--- src/rtl/uart_inst_rx_pkg.sv ---
// Shared definitions for the host-driven instruction receive path:
// frame delimiter, parser state encoding and default sizing.
package uart_inst_rx_pkg;

  localparam logic [7:0] SOF_DEFAULT     = 8'hA5;
  localparam int         DEF_INST_W      = 8;
  localparam int         DEF_FIFO_AW     = 4;
  localparam int         DEF_PACE_W      = 17;

  // Parser states; ST_IDLE must stay the all-zero encoding so reset is obvious.
  typedef enum logic [2:0] {
    ST_IDLE = 3'd0,
    ST_LEN  = 3'd1,
    ST_DATA = 3'd2,
    ST_CSUM = 3'd3,
    ST_DROP = 3'd4
  } rx_state_e;

endpackage

--- src/rtl/uart_inst_rx_inst_fifo.sv ---
// Instruction FIFO with tentative writes. Writes advance wr_tmp only;
// commit publishes them by copying wr_tmp into wr_ptr, rollback discards
// them by copying wr_ptr back into wr_tmp. Readers only ever see entries
// below wr_ptr, while the full flag uses wr_tmp so tentative entries
// reserve space. Pointers carry one extra MSB so full/empty are distinct.
module uart_inst_rx_inst_fifo #(
  parameter int W  = 8,
  parameter int AW = 4
) (
  input  logic          clk,
  input  logic          rst_n,
  input  logic          wr_en,
  input  logic [W-1:0]  wr_data,
  input  logic          commit,
  input  logic          rollback,
  input  logic          pop,
  output logic [W-1:0]  rd_data,
  output logic          full,
  output logic [AW:0]   count
);

  localparam int          DEPTH   = 1 << AW;
  localparam logic [AW:0] DEPTH_V = (AW+1)'(DEPTH);

  logic [W-1:0] mem [DEPTH];
  logic [AW:0]  wr_ptr;
  logic [AW:0]  wr_tmp;
  logic [AW:0]  rd_ptr;
  logic [AW:0]  used_tmp;

  assign used_tmp = wr_tmp - rd_ptr;
  assign full     = (used_tmp == DEPTH_V);
  assign count    = wr_ptr - rd_ptr;
  assign rd_data  = mem[rd_ptr[AW-1:0]];

  // Pointer bookkeeping: rollback has priority over a tentative write.
  always_ff @(posedge clk or negedge rst_n) begin
    if (!rst_n) begin
      wr_ptr <= '0;
      wr_tmp <= '0;
      rd_ptr <= '0;
    end else begin
      if (rollback) begin
        wr_tmp <= wr_ptr;
      end else if (wr_en) begin
        wr_tmp <= wr_tmp + 1'b1;
      end
      if (commit) begin
        wr_ptr <= wr_tmp;
      end
      if (pop) begin
        rd_ptr <= rd_ptr + 1'b1;
      end
    end
  end

  // Storage array; the caller never writes while full.
  always_ff @(posedge clk) begin
    if (wr_en) begin
      mem[wr_tmp[AW-1:0]] <= wr_data;
    end
  end

endmodule

--- src/rtl/uart_inst_rx.sv ---
// Host instruction receiver: parses framed packets from the UART receive
// strobe, stores checksum-verified instructions, and issues them to the
// sequencer on a step pulse or at a paced automatic rate.
//
// Handshake: i_rx_valid is a one-cycle strobe with no backpressure; every
// strobed byte is consumed in the cycle it arrives. o_inst_valid is a
// one-cycle strobe with no ready; the sequencer must accept o_inst then.
module uart_inst_rx
  import uart_inst_rx_pkg::*;
#(
  parameter int         INST_W  = DEF_INST_W,
  parameter int         FIFO_AW = DEF_FIFO_AW,
  parameter int         PACE_W  = DEF_PACE_W,
  parameter logic [7:0] SOF     = SOF_DEFAULT
) (
  input  logic               clk,
  input  logic               rst_n,
  input  logic [7:0]         i_rx_data,
  input  logic               i_rx_valid,
  input  logic               i_step,
  input  logic               i_auto,
  input  logic               i_err_clr,
  output logic [INST_W-1:0]  o_inst,
  output logic               o_inst_valid,
  output logic [FIFO_AW:0]   o_fifo_cnt,
  output logic               o_busy,
  output logic               o_err_csum,
  output logic               o_err_ovf
);

  rx_state_e           state;
  logic [7:0]          remaining;
  logic [7:0]          csum;
  logic [PACE_W-1:0]   pace_cnt;
  logic                tick;
  logic                pop;
  logic                fifo_wr;
  logic                fifo_commit;
  logic                fifo_rollback;
  logic                fifo_full;
  logic [FIFO_AW:0]    fifo_cnt;
  logic [INST_W-1:0]   fifo_rd_data;

  uart_inst_rx_inst_fifo #(
    .W  (INST_W),
    .AW (FIFO_AW)
  ) u_fifo (
    .clk      (clk),
    .rst_n    (rst_n),
    .wr_en    (fifo_wr),
    .wr_data  (i_rx_data[INST_W-1:0]),
    .commit   (fifo_commit),
    .rollback (fifo_rollback),
    .pop      (pop),
    .rd_data  (fifo_rd_data),
    .full     (fifo_full),
    .count    (fifo_cnt)
  );

  assign tick       = (pace_cnt == '0);
  assign pop        = (fifo_cnt != '0) & (i_step | (i_auto & tick));
  assign o_fifo_cnt = fifo_cnt;
  assign o_busy     = (state != ST_IDLE);

  // FIFO control decoded from the current state and the incoming byte.
  always_comb begin
    fifo_wr       = 1'b0;
    fifo_commit   = 1'b0;
    fifo_rollback = 1'b0;
    if (i_rx_valid) begin
      case (state)
        ST_LEN:  fifo_rollback = 1'b1;
        ST_DATA: begin
          if (fifo_full) fifo_rollback = 1'b1;
          else           fifo_wr       = 1'b1;
        end
        ST_CSUM: begin
          if (i_rx_data == csum) fifo_commit   = 1'b1;
          else                   fifo_rollback = 1'b1;
        end
        default: ;
      endcase
    end
  end

  // Frame parser and sticky error flags; a clear in the same cycle as a
  // set loses because the set assignment comes later in the block.
  always_ff @(posedge clk or negedge rst_n) begin
    if (!rst_n) begin
      state      <= ST_IDLE;
      remaining  <= '0;
      csum       <= '0;
      o_err_csum <= 1'b0;
      o_err_ovf  <= 1'b0;
    end else begin
      if (i_err_clr) begin
        o_err_csum <= 1'b0;
        o_err_ovf  <= 1'b0;
      end
      if (i_rx_valid) begin
        case (state)
          ST_IDLE: begin
            if (i_rx_data == SOF) state <= ST_LEN;
          end
          ST_LEN: begin
            if (i_rx_data == 8'd0) begin
              state <= ST_IDLE;
            end else begin
              remaining <= i_rx_data;
              csum      <= i_rx_data;
              state     <= ST_DATA;
            end
          end
          ST_DATA: begin
            if (!fifo_full) begin
              csum <= csum ^ i_rx_data;
              if (remaining == 8'd1) state <= ST_CSUM;
              else                   remaining <= remaining - 8'd1;
            end else begin
              // This byte is consumed; the bytes still owed plus the CSUM
              // byte add up to the current remaining value, so it is kept.
              o_err_ovf <= 1'b1;
              state     <= ST_DROP;
            end
          end
          ST_CSUM: begin
            if (i_rx_data != csum) o_err_csum <= 1'b1;
            state <= ST_IDLE;
          end
          ST_DROP: begin
            remaining <= remaining - 8'd1;
            if (remaining == 8'd1) state <= ST_IDLE;
          end
          default: state <= ST_IDLE;
        endcase
      end
    end
  end

  // Free-running pace counter; a tick occurs each time it sits at zero.
  always_ff @(posedge clk or negedge rst_n) begin
    if (!rst_n) pace_cnt <= '0;
    else        pace_cnt <= pace_cnt + 1'b1;
  end

  // Issue register: one-cycle strobe after a pop, data held until the next.
  always_ff @(posedge clk or negedge rst_n) begin
    if (!rst_n) begin
      o_inst       <= '0;
      o_inst_valid <= 1'b0;
    end else begin
      o_inst_valid <= pop;
      if (pop) o_inst <= fifo_rd_data;
    end
  end

endmodule

--- config.mk ---
export PLATFORM = sky130hd
export DESIGN_NAME = uart_inst_rx
export DESIGN_NICKNAME = d
export VERILOG_FILES = /design/src/rtl/uart_inst_rx_pkg.sv /design/src/rtl/uart_inst_rx_inst_fifo.sv /design/src/rtl/uart_inst_rx.sv
export SDC_FILE = /design/constraint.sdc
export NUM_CORES = 1
export LEC_CHECK = 0
export CORE_MARGIN = 5
export CORE_UTILIZATION = 63
export CTS_BUF_LIST = sky130_fd_sc_hd__clkbuf_16
export DETAILED_ROUTE_END_ITERATION = 6
export DONT_BUFFER_PORTS = 1
export PLACE_DENSITY = 0.79
export SYNTH_ARGS = -nofsm -noshare
export SYNTH_HDL_FRONTEND = slang
export SYNTH_SLANG_ARGS = --single-unit
--- constraint.sdc ---
create_clock -name clk -period 4.36 [get_ports clk]
set_clock_uncertainty 0.2 [all_clocks]
set_input_delay 0.872 -clock clk [delete_from_list [all_inputs] [get_ports clk]]
set_output_delay 0.872 -clock clk [all_outputs]
set_load 0.03 [all_outputs]
; Word level (Yosys, flattened, before mapping)
; Memories as Yosys holds them, arrays and structs flattened. A register that Yosys moved wholly into a read port is not among the register bits.
; Index checks and enable logic that the tools add are counted.
[op_classes]
reduce_logical = 12
n_eq_ne = 15
bitwise = 4
n_shift = 0
add_sub_neg = 6
n_mux = 34
div_mod_pow = 0
n_mul = 0
magnitude_cmp = 0
[op_table]
columns = cell, n
row1 = two-way mux 8 bit, 4
row2 = one-hot mux 8 bit (3 select lines), 1
row3 = two-way mux 1 bit, 19
row4 = "adder 17 x 1 -> 17 bit, second input constant", 1
row5 = logical NOT 17 bit, 1
row6 = one-hot mux 8 bit (2 select lines), 1
row7 = two-way mux 3 bit, 4
row8 = one-hot mux 3 bit (4 select lines), 1
row9 = "adder 5 x 1 -> 5 bit, second input constant", 2
row10 = two-way mux 5 bit, 2
row11 = "!= test 2 bit, second input constant", 5
row12 = subtractor 5 bit, 2
row13 = "== test 8 x 1 -> 1 bit, second input constant", 1
row14 = == test 8 bit, 1
row15 = "== test 8 bit, second input constant", 1
row16 = logical NOT 8 bit, 1
row17 = != test 8 bit, 1
row18 = AND reduction 4 bit, 2
row19 = "subtractor 8 x 1 -> 8 bit, second input constant", 1
row20 = bitwise XOR 8 bit, 1
row21 = "== test 3 x 2 -> 1 bit, second input constant", 2
row22 = nonzero test 3 bit, 2
row23 = "== test 5 bit, second input constant", 1
row24 = AND reduction 5 bit, 1
row25 = other kinds (11), 13
[totals]
elab_cells = 82
latchBits = 0
romBits = 0
n_memories = 1
mem_bits_rw = 128
regBits = 54
[mem_list]
columns = memory, depth, width, read_ports, rd_clocked_by_memory_dff, wr, line
row1 = u_fifo.mem, 16, 8, 1, 1, 1, uart_inst_rx_inst_fifo.sv:25  ; logic [W-1:0] mem [DEPTH];

; Longest topological paths before layout
; Gate-level depths: netlist (run 1).
[depth]
depth_word = 7
ltp_mapped = 11
depth_no_buf = 9

; Modules after synthesis
; A second synthesis (run 1) with hierarchy kept.
[unflattened]
cells_unflattened = 594
area_unflattened_um2 = 8682.1
[by_module_without_submodules]
columns = module, area_each_um2, seq_area_each_um2, n_inst, cells_each
row1 = uart_inst_rx_inst_fifo, 5888.1, 4219.0, 1, 309
row2 = uart_inst_rx, 2793.9, 1176.1, 1, 285

; Least setup slack after synthesis (run 1)
; OpenSTA, ideal clock, no wires.
[synth_path]
kind = flip-flop to flip-flop
startpoint = reg u_fifo.rd_ptr[1]
endpoint = mem u_fifo.mem[2][0], enable pin
synth_period_minus_slack_ps = 3349
required_time_ps = 3777
path_stages_with_launch = 12
setup_slack_ps = 1011
n_path_buf = 3
t_arrival_ps = 2766
path_cell_list = dfrtp_1 clkbuf_1 buf_1 inv_1 ha_1 nand2b_1 nand3_1 a211oi_4 nor2_2 buf_2 nand2_1 nor3_1
[synth_via]
elab_chain_len = 7
[synth_rtl]
columns = element, line
row1 = "start, declared", uart_inst_rx_inst_fifo.sv:28  ; logic [AW:0] rd_ptr;
row2 = "start signal, assigned", uart_inst_rx_inst_fifo.sv:52  ; rd_ptr <= rd_ptr + 1'b1;
row3 = subtractor 5 bit, uart_inst_rx_inst_fifo.sv:31  ; assign used_tmp = wr_tmp - rd_ptr;
row4 = == test 5 bit, uart_inst_rx_inst_fifo.sv:32  ; assign full = (used_tmp == DEPTH_V);
row5 = two-way mux 1 bit, uart_inst_rx.sv:74  ; if (fifo_full) fifo_rollback = 1'b1;
row6 = two-way mux 1 bit, uart_inst_rx.sv:71  ; case (state)
row7 = two-way mux 1 bit, uart_inst_rx.sv:70  ; if (i_rx_valid) begin
row8 = two-way mux 1 bit, uart_inst_rx_inst_fifo.sv:59  ; if (wr_en) begin
row9 = two-way mux 1 bit (not written as such), uart_inst_rx_inst_fifo.sv:60  ; mem[wr_tmp[AW-1:0]] <= wr_data;
row10 = "end, declared", uart_inst_rx_inst_fifo.sv:25
; Every way passes these cells.

; Worst setup path in the final report (run 1)
[layout_path]
startpoint = reg u_fifo.rd_ptr[3]
endpoint = mem u_fifo.mem[9][7], enable pin
; Same word-level chain as after synthesis.

==> run_results.csv, run 1 <==
group,metric,value,unit
outcome,status,"finished clean",
die,io_pins,31,
worst_setup_path,cp_max_fo,15,
synth,seq_area_frac_synth,65.1,%
sta,post-route-period-util,84.2,%
sta,max_freq,272,MHz
die,die_h,125,µm
detailed_routing,drt_wl_total,16500,µm
detailed_routing,dr.pass1.iters,5,
global_route,grt_max_degree,63,
synth,syn_area,8280,µm²
synth,synth-edff-count,128,
die,start_util,64.8,%
die,die-area,15500,µm²
worst_setup_path,critPathKind,"reg2reg",
worst_setup_path,reg2reg_depth,8,
worst_setup_path,crit_chain,"inv_1 -> ha_1 -> nor2_1 -> xnor2_1 -> a211oi_4 -> nor2_2 -> nand2_1 -> nor2_1",
worst_setup_path,worst_ep_arrival_time,3.52,ns
synth,synth_nets,567,
min_path,hp-class,"in2async",
clock_tree,cts_tree,"done",
global_route,grt_pass1_vias,4631,
final_layout,area_growth,10.1,%
worst_setup_path,crit_buf_inv,1,
clock_tree,numCtsBuffers,17,
clock_tree,ctsRootBufferMaster,"clkbuf_16",
synth,syn-instance-count,535,
worst_setup_path,startpoint_type,"flip-flop",
sta,rsz0062_at_grt,"no",
final_layout,final_common_cell,"edfxtp_1",
final_layout,final_nets,579,
worst_setup_path,end_kind,"flip-flop",
sta,finalSetupTns,0,ns
worst_setup_path,cp.required,4.21,ns
place,dp_hpwl,11000,µm
worst_setup_path,cpPeakStageDelay,0.67,ns
clock_tree,clk_pin_slew,0.07,ns
synth,ys_warn_count,0,
sta,worst_slew_pin_slew,0.917,ns
worst_setup_path,critPathTopFamily,"simple AND/OR/NAND/NOR gates",
die,row_count,41,
clock_tree,cts_resized,0,
clock_tree,postCtsHoldBufs,1,
die,die_w,125,µm
detailed_routing,num_vias,4650,
synth,syn-mean-instance-area,15.5,µm²
detailed_routing,wl_per_cell,22.6,µm
detailed_routing,antenna_left,0,
pwr,leakage,3.25,nW
sta,timing.slew.headroom,38.9,%
worst_setup_path,crit_path_top_delay_cell,"dfrtp_1",
worst_setup_path,crit_cells,8,
pwr,p_per_area,642,nW/µm²
global_route,grt_pass1_wl,26400,µm
sta,drv_slew,0,
sta,hold_violations,0,
synth,async_reset_ff_share,32.6,%
detailed_routing,drc,0,
clock_tree,cts_setup_buffers,0,
final_layout,antenna-diode-count,0,
job,max_cap_violations,0,
synth,synth_ff_type,"edfxtp_1",
place,place_congestion,0.874,
final_layout,drive_gt1_share,18.2,%
detailed_routing,avgViaCountPerCell,6.35,
clock_tree,clock_sinks,190,
sta,period_needed,3.67,ns
final_layout,fill_cells,791,
clock_tree,clock_tree.buffer_depth,2,
clock_tree,htreeDepth,4,
sta,setup_viol_count_final,0,
synth,ys_ff_latch,190,
die,coreArea,12800,µm²
final_layout,layout_common_cells,"edfxtp_1, dfrtp_1, mux4_2",
global_route,antenna_found_initial,0,
synth,synth_cell_types,59,
pwr,ir_drop,0.374,mV
global_route,grt_overflow,0,
sta,holdWs,0.0988,ns
clock_tree,clk_latency,0.43,ns
detailed_routing,drtIter0Drc,592,
worst_setup_path,path_common_cell,"nor2_1",
place,portBuffers,0,
global_route,grt_usage,22.2,%
-- Yosys cell counts (4+ instances only) --
cell type,instances,share of area (%)
nand2b_1,11,0.83
xor2_1,8,0.85
nor4_1,6,0.45
mux2_2,8,1.1
xnor2_1,25,2.6
buf_4,4,0.36
a311oi_1,8,0.85
a21oi_1,21,1.3
inv_1,18,0.82
nand3_1,13,0.79
ha_1,17,2.6
edfxtp_1,128,46
mux4_2,40,11
nand4_1,6,0.45
o21ai_0,15,0.91
nor3_1,12,0.73
clkbuf_1,13,0.59
nand2_1,33,1.5
and3_1,6,0.45
dfrtp_1,62,19
and2_1,4,0.30
nor2_1,27,1.2
-- worst register-to-register path, stage by stage, from the launching register on --
cell and delay [ns]:
dfrtp_1 0.67, inv_1 0.15, ha_1 0.36, nor2_1 0.08
xnor2_1 0.36, a211oi_4 0.13, nor2_2 0.50, nand2_1 0.25
nor2_1 0.60
-- final timing paths --
path,startpoint,end,slack [ns]
max,u_fifo.rd_ptr[3],u_fifo.mem[9][7],0.69
min reg2reg,u_fifo.wr_ptr[0],u_fifo.wr_ptr[0],0.29
max reg2reg,u_fifo.rd_ptr[3],u_fifo.mem[9][7],0.69
min,rst_n,o_inst[6],0.1
min in group clk,u_fifo.wr_ptr[0],u_fifo.wr_ptr[0],0.29
max in group asynchronous,rst_n,csum[6],3.56
-- final cells by class --
| type | count | area [µm²] | share of cell area, % |
|---|---|---|---|
| inverters | 19 | 71.3 | 0.782 |
| well taps | 172 | 215 | 2.36 |
| repair buffers | 14 | 125 | 1.37 |
| multi-input cells | 305 | 2710 | 29.7 |
| clock buffers | 17 | 425 | 4.67 |
| flip-flops and latches | 190 | 5400 | 59.2 |
| clock inverters | 15 | 170 | 1.87 |
-- sequential cells by signal, indices dropped and copies added (netlist names) --
signal,cells
u_fifo.wr_tmp,5
csum,8
o_inst,8
pace_cnt,17
o_inst_valid,1
state,3
u_fifo.wr_ptr,5
o_err_ovf,1
o_err_csum,1
u_fifo.mem,128
u_fifo.rd_ptr,5
remaining,8
-- metrics by stage --
| step | worst slack (ns) | util, % | cell area [µm²] | power [mW] | cells |
|---|---|---|---|---|---|
| finish | 0.689 | 71.4 | 9110 | 5.85 | 732 |
| CTS | 0.701 | 71.4 | 9110 | 5.88 | 732 |
| global route | 0.484 | 71.4 | 9110 | 6.16 | 732 |
| floorplan | 1.01 | - | 8280 | 3.91 | 535 |
| global placement | 0.949 | 66.5 | 8490 | 4.23 | 699 |
| detailed placement | 0.765 | 66.5 | 8490 | 4.31 | 699 |
-- where the power goes --
part           internal (mW)  switching, mW  total [mW]
logic                  0.841          0.972        1.81
registers               2.14          0.346        2.49
clock network          0.899          0.652        1.55
-- per-layer routing --
layer / vias to the layer above / wire, µm / track usage [%]
met5: - / 0 / 0
met4: 0 / 137 / 6.00
met3: 11 / 1080 / 5.70
met2: 175 / 8400 / 35.8
met1: 2376 / 6930 / 30.6
li1: 2088 / - / -
-- cells by family (layout without fill, tap and decap cells) --
logic type      after synthesis  after routing  synth area share (%)
xor+xnor                     33             33                  3.49
mux                          51             51                  12.5
compound gates               75             75                  6.27
flops                       190            190                  65.1
fa+ha+maj                    18             18                  2.81
simple gates                128            128                  7.66
buf+inv                      40             65                  2.12
No activity file was read; power rests on OpenSTA's default activity.
==> run 2, diff against run 1 <==
clock period = 3.4 ns   (was 4.36 ns; I/O delays follow)
==> run 2 against run 1 <==
Global-route usage increased by 1.3 points. Critical path type unchanged. Count of clock-buffer cells in the layout stayed put. Non-clock buffer count rose by 15. Die area did not move. Largest cell class unchanged. Sequential share of layout area decreased by 0.58 points.
==> run_results.csv, run 2 (synthesis gave the netlist of run 1 again) <==
group,metric,value,unit
min_path,hp-class,"in2reg",
clock_tree,postCtsHoldBufs,2,
clock_tree,ctsRootBufferMaster,"clkbuf_16",
worst_setup_path,cp_max_fo,36,
final_layout,drive_gt1_share,20.3,%
worst_setup_path,cp.required,3.58,ns
worst_setup_path,r2r-start,"u_fifo.rd_ptr[0]",
pwr,p_switching,2.57,mW
final_layout,area_growth,11.1,%
pwr,pwr-share-clk,25.8,%
clock_tree,numCtsBuffers,17,
sta,period_needed,3.04,ns
die,die_h,125,µm
worst_setup_path,path_common_cell,"buf_4",
detailed_routing,antenna_left,0,
final_layout,antenna-diode-count,0,
worst_setup_path,end_kind,"flip-flop",
clock_tree,cts_resized,0,
pwr,comb_power_share,32.2,%
global_route,grt_max_degree,63,
worst_setup_path,crit_path_start,"u_fifo.rd_ptr[0]",
detailed_routing,drt_wl_total,17400,µm
outcome,status,"finished clean",
clock_tree,cts_tree,"done",
final_layout,fin_cells,747,
sta,max_freq,329,MHz
global_route,grt_pass1_vias,4804,
sta,hold_violations,0,
clock_tree,clk_latency,0.44,ns
worst_setup_path,worst_ep_arrival_time,3.21,ns
job,max_cap_violations,0,
sta,timing.slew.headroom,44.8,%
place,place_congestion,0.831,
pwr,ir_drop,0.587,mV
detailed_routing,dr.pass1.iters,5,
final_layout,final_nets,594,
die,io_pins,31,
sta,post-route-period-util,89.3,%
worst_setup_path,cpPeakStageDelay,0.54,ns
detailed_routing,avgViaCountPerCell,6.38,
detailed_routing,num_vias,4765,
pwr,seqPwrFrac,42.0,%
global_route,antenna_found_initial,0,
die,coreArea,12800,µm²
place,dp_hpwl,10900,µm
clock_tree,clk_pin_slew,0.07,ns
detailed_routing,drtIter0Drc,582,
worst_setup_path,crit_chain,"buf_4 -> ha_1 -> nand2b_1 -> a211o_1 -> a211oi_4 -> nor2_2 -> buf_4 -> a31oi_1 -> o211a_1",
clock_tree,cts_setup_buffers,0,
sta,setup_viol_count_final,0,
die,die_w,125,µm
clock_tree,htreeDepth,4,
final_layout,stdcell_area,9210,µm²
worst_setup_path,startpoint_type,"flip-flop",
place,dpl.cell_count,713,
worst_setup_path,critPathKind,"reg2reg",
min_path,hp-start,"i_rx_data[7]",
global_route,grt_overflow,0,
pwr,p_per_area,817,nW/µm²
worst_setup_path,crit_path_top_delay_cell,"buf_4",
detailed_routing,wl_per_cell,23.3,µm
final_layout,final_common_cell,"edfxtp_1",
detailed_routing,drc,0,
global_route,grt_pass1_wl,27500,µm
sta,drv_slew,0,
clock_tree,clock_sinks,190,
sta,finalSetupTns,0,ns
final_layout,largest_reg_flops,128,
die,start_util,64.8,%
pwr,internal-power,4.95,mW
clock_tree,clock_tree.buffer_depth,2,
final_layout,layout_common_cells,"edfxtp_1, dfrtp_1, mux4_2",
die,die-area,15500,µm²
sta,rsz0062_at_grt,"no",
pwr,switching_share,34.2,%
sta,worst_slew_pin_slew,0.827,ns
global_route,grt_usage,23.5,%
pwr,leakage,3.29,nW
place,portBuffers,0,
final_layout,fill_cells,773,
die,row_count,41,
place,postPlaceCellArea,8600,µm²
-- run 2: worst max-delay path: cells and delay by family, from the launching register on --
kind | cells | cell delay (ns)
AO/OA/AOI/OAI | 4 | 1.19
adder cells (fa/ha/maj) | 1 | 0.26
flip-flops | 1 | 0.36
buffers and inverters | 2 | 0.75
AND/OR/NAND/NOR | 2 | 0.20
-- run 2: layout make-up --
class | instances | area (µm²) | share of cell area [%]
clock inverters | 15 | 145 | 1.58
clock buffers | 17 | 425 | 4.62
well taps | 172 | 215 | 2.34
repair buffers | 29 | 240 | 2.61
flip-flops and latches | 190 | 5400 | 58.6
inverters | 19 | 71.3 | 0.775
multi-input cells | 305 | 2710 | 29.5
-- run 2: power by group through the flow --
stage	Clock (mW)	Sequential [mW]	Combinational, mW
after floorplan	0	3.08	1.94
after global placement	0	3.18	2.30
after detailed placement	0	3.20	2.39
after CTS	1.97	3.16	2.44
after global routing	2.07	3.20	2.64
final	1.94	3.16	2.43
-- run 2: final timing paths --
| path | to | slack (ns) | cells past startpoint |
|---|---|---|---|
| min in group asynchronous | o_inst[5] | 0.57 | 2 |
| setup reg to reg | u_fifo.wr_tmp[3] | 0.36 | 9 |
| hold / removal | u_fifo.mem[2][7] | 0.13 | 0 |
| setup / recovery | u_fifo.wr_tmp[3] | 0.36 | 9 |
| hold reg to reg | pace_cnt[16] | 0.29 | 1 |
| max in group asynchronous | u_fifo.rd_ptr[0] | 2.11 | 2 |
-- run 2: layer usage --
layer	vias to the layer above	wire length [µm]	track usage, %	share of wire [%]
li1	2123	-	-	-
met1	2432	6890	30.7	40
met2	184	8960	38.7	51
met3	26	1270	6.52	7.3
met4	0	286	7.29	1.6
met5	-	0	0	0
-- run 2: metrics by stage --
step / utilization [%] / hold slack, ns / total power [mW] / worst slack, ns
2_1_floorplan: - / 0.184 / 5.02 / 0.0507
5_1_grt: 72.1 / 0.107 / 7.91 / 0.102
3_5_place_dp: 67.3 / 0.186 / 5.59 / 0.360
6_report: 72.1 / 0.132 / 7.52 / 0.365
3_3_place_gp: 67.3 / 0.186 / 5.48 / 0.440
4_1_cts: 72.1 / 0.115 / 7.57 / 0.333
==> run 3, diff against run 2 <==
SKIP_CTS_REPAIR_TIMING = 1   (was default)
TNS_END_PERCENT = 1   (was default)
clock period = 3.45 ns   (was 3.4 ns; I/O delays follow)
==> run 3 against run 2 <==
Hold slack improved by 0.023 ns. Sequential share of layout area barely moved. Critical path depth did not move. Critical path type unchanged.
==> run_results.csv, run 3 (synthesis gave the netlist of run 1 again) <==
group,metric,value,unit
clock_tree,cts_tree,"done",
pwr,p_switching,2.54,mW
detailed_routing,avgViaCountPerCell,6.31,
min_path,hp-class,"in2reg",
die,row_count,41,
final_layout,final_nets,594,
clock_tree,htreeDepth,4,
sta,setup_ws,0.432,ns
final_layout,area_growth,11.1,%
detailed_routing,drtIter0Drc,540,
global_route,grt_max_degree,63,
final_layout,largest_reg_flops,128,
sta,worst_slew_pin_slew,0.859,ns
sta,max_freq,331,MHz
clock_tree,ctsRootBufferMaster,"clkbuf_16",
worst_setup_path,crit_chain,"buf_4 -> ha_1 -> nand2b_1 -> a211o_1 -> a211oi_4 -> nor2_2 -> nand2_1 -> nor2_1 -> buf_4",
worst_setup_path,path_common_cell,"buf_4",
pwr,total_power,7.36,mW
detailed_routing,drc,0,
die,start_util,64.8,%
worst_setup_path,crit_buf_inv,2,
worst_setup_path,startpoint_type,"flip-flop",
die,die_w,125,µm
pwr,p_per_area,800,nW/µm²
worst_setup_path,cp.required,3.43,ns
job,max_cap_violations,0,
pwr,leakage,3.31,nW
global_route,antenna_found_initial,0,
clock_tree,clock_sinks,190,
detailed_routing,num_vias,4711,
pwr,seqPwrFrac,42.3,%
clock_tree,clk_latency,0.43,ns
clock_tree,numCtsBuffers,17,
pwr,internal-power,4.82,mW
final_layout,layout_common_cells,"edfxtp_1, dfrtp_1, mux4_2",
worst_setup_path,cpPeakStageDelay,0.54,ns
place,portBuffers,0,
global_route,grt_overflow,0,
die,die_h,125,µm
place,place_congestion,0.823,
detailed_routing,dr.pass1.iters,5,
pwr,pwr-share-clk,25.3,%
final_layout,fill_cells,752,
global_route,grt_pass1_wl,26600,µm
clock_tree,clk_pin_slew,0.07,ns
sta,setup_viol_count_final,0,
worst_setup_path,crit_path_top_delay_cell,"buf_4",
detailed_routing,drt_wl_total,16600,µm
final_layout,drive_gt1_share,20.5,%
sta,drv_slew,0,
outcome,status,"finished clean",
worst_setup_path,critPathKind,"reg2reg",
sta,period_needed,3.02,ns
sta,holdWs,0.155,ns
place,dp_hpwl,10700,µm
detailed_routing,wl_per_cell,22.2,µm
pwr,comb_power_share,32.4,%
die,die-area,15500,µm²
global_route,grt_pass1_vias,4783,
final_layout,final_common_cell,"edfxtp_1",
clock_tree,clock_tree.buffer_depth,2,
die,coreArea,12800,µm²
worst_setup_path,critPathTopFamily,"compound AO/OA/AOI/OAI gates",
final_layout,antenna-diode-count,0,
sta,rsz0062_at_grt,"no",
place,place_ws,0.418,ns
detailed_routing,antenna_left,0,
die,io_pins,31,
sta,hold_violations,0,
global_route,grt_usage,22.4,%
sta,timing.slew.headroom,42.7,%
worst_setup_path,end_kind,"flip-flop",
worst_setup_path,cp_max_fo,36,
pwr,switching_share,34.5,%
sta,post-route-period-util,87.5,%
sta,finalSetupTns,0,ns
pwr,ir_drop,0.488,mV
worst_setup_path,worst_ep_arrival_time,3.00,ns
run 3: cell count changes in the layout (fill, tap and decap cells not counted):
cell,before,now
inv_8,0,1
clkinvlp_4,6,3
clkinvlp_2,2,0
clkinv_4,0,3
clkinv_1,2,1
bufinv_16,2,1
inv_6,2,4
clkinv_2,1,2
run 3: worst paths after layout:
kind | slack, ns | from | to | depth (start not counted)
max in group asynchronous | 2.17 | rst_n | u_fifo.rd_ptr[0] | 2
min in group asynchronous | 0.58 | rst_n | o_inst[0] | 2
hold / removal | 0.15 | i_err_clr | o_err_ovf | 1
hold reg to reg | 0.29 | pace_cnt[12] | pace_cnt[12] | 1
setup / recovery | 0.43 | u_fifo.rd_ptr[0] | u_fifo.mem[4][5] | 9
setup reg to reg | 0.43 | u_fifo.rd_ptr[0] | u_fifo.mem[4][5] | 9
run 3: area by class of cell:
cell class / instances / area (µm²) / area share [%]
Sequential cell: 190 / 5400 / 58.7
Multi-Input combinational cell: 305 / 2710 / 29.5
Clock buffer: 17 / 425 / 4.62
Timing Repair Buffer: 29 / 240 / 2.61
Tap cell: 172 / 215 / 2.34
Clock inverter: 15 / 139 / 1.51
Inverter: 19 / 71.3 / 0.775
run 3: worst reg2reg max path: cells and delay by family (launching register included):
family,cells,cell delay (ns)
adders and majority gates,1,0.27
buffers and inverters,2,0.72
AOI/OAI and AO/OA,2,0.75
DFF,1,0.36
and+or+nand+nor,4,0.47
run 3: per-layer routing:
metal	up-vias	part of all wire, %	track usage (%)
li1	2109	-	-
met1	2400	42	30.2
met2	186	51	37.2
met3	16	6.3	5.10
met4	0	0.93	5.93
met5	-	0	0
run 3: power groups by stage:
stage,Clock (mW),Combinational (mW),Sequential [mW]
after floorplan,0,1.91,3.04
after global placement,0,2.27,3.13
after detailed placement,0,2.36,3.15
after CTS,1.89,2.38,3.11
after global routing,2.00,2.60,3.15
final,1.86,2.39,3.11
run 3: stage by stage:
stage	utilization (%)	instances	instance area (µm²)
after floorplan	-	535	8280
after global placement	67.3	713	8600
after detailed placement	67.3	713	8600
after CTS	71.7	745	9160
after global routing	72.0	747	9200
final	72.0	747	9200
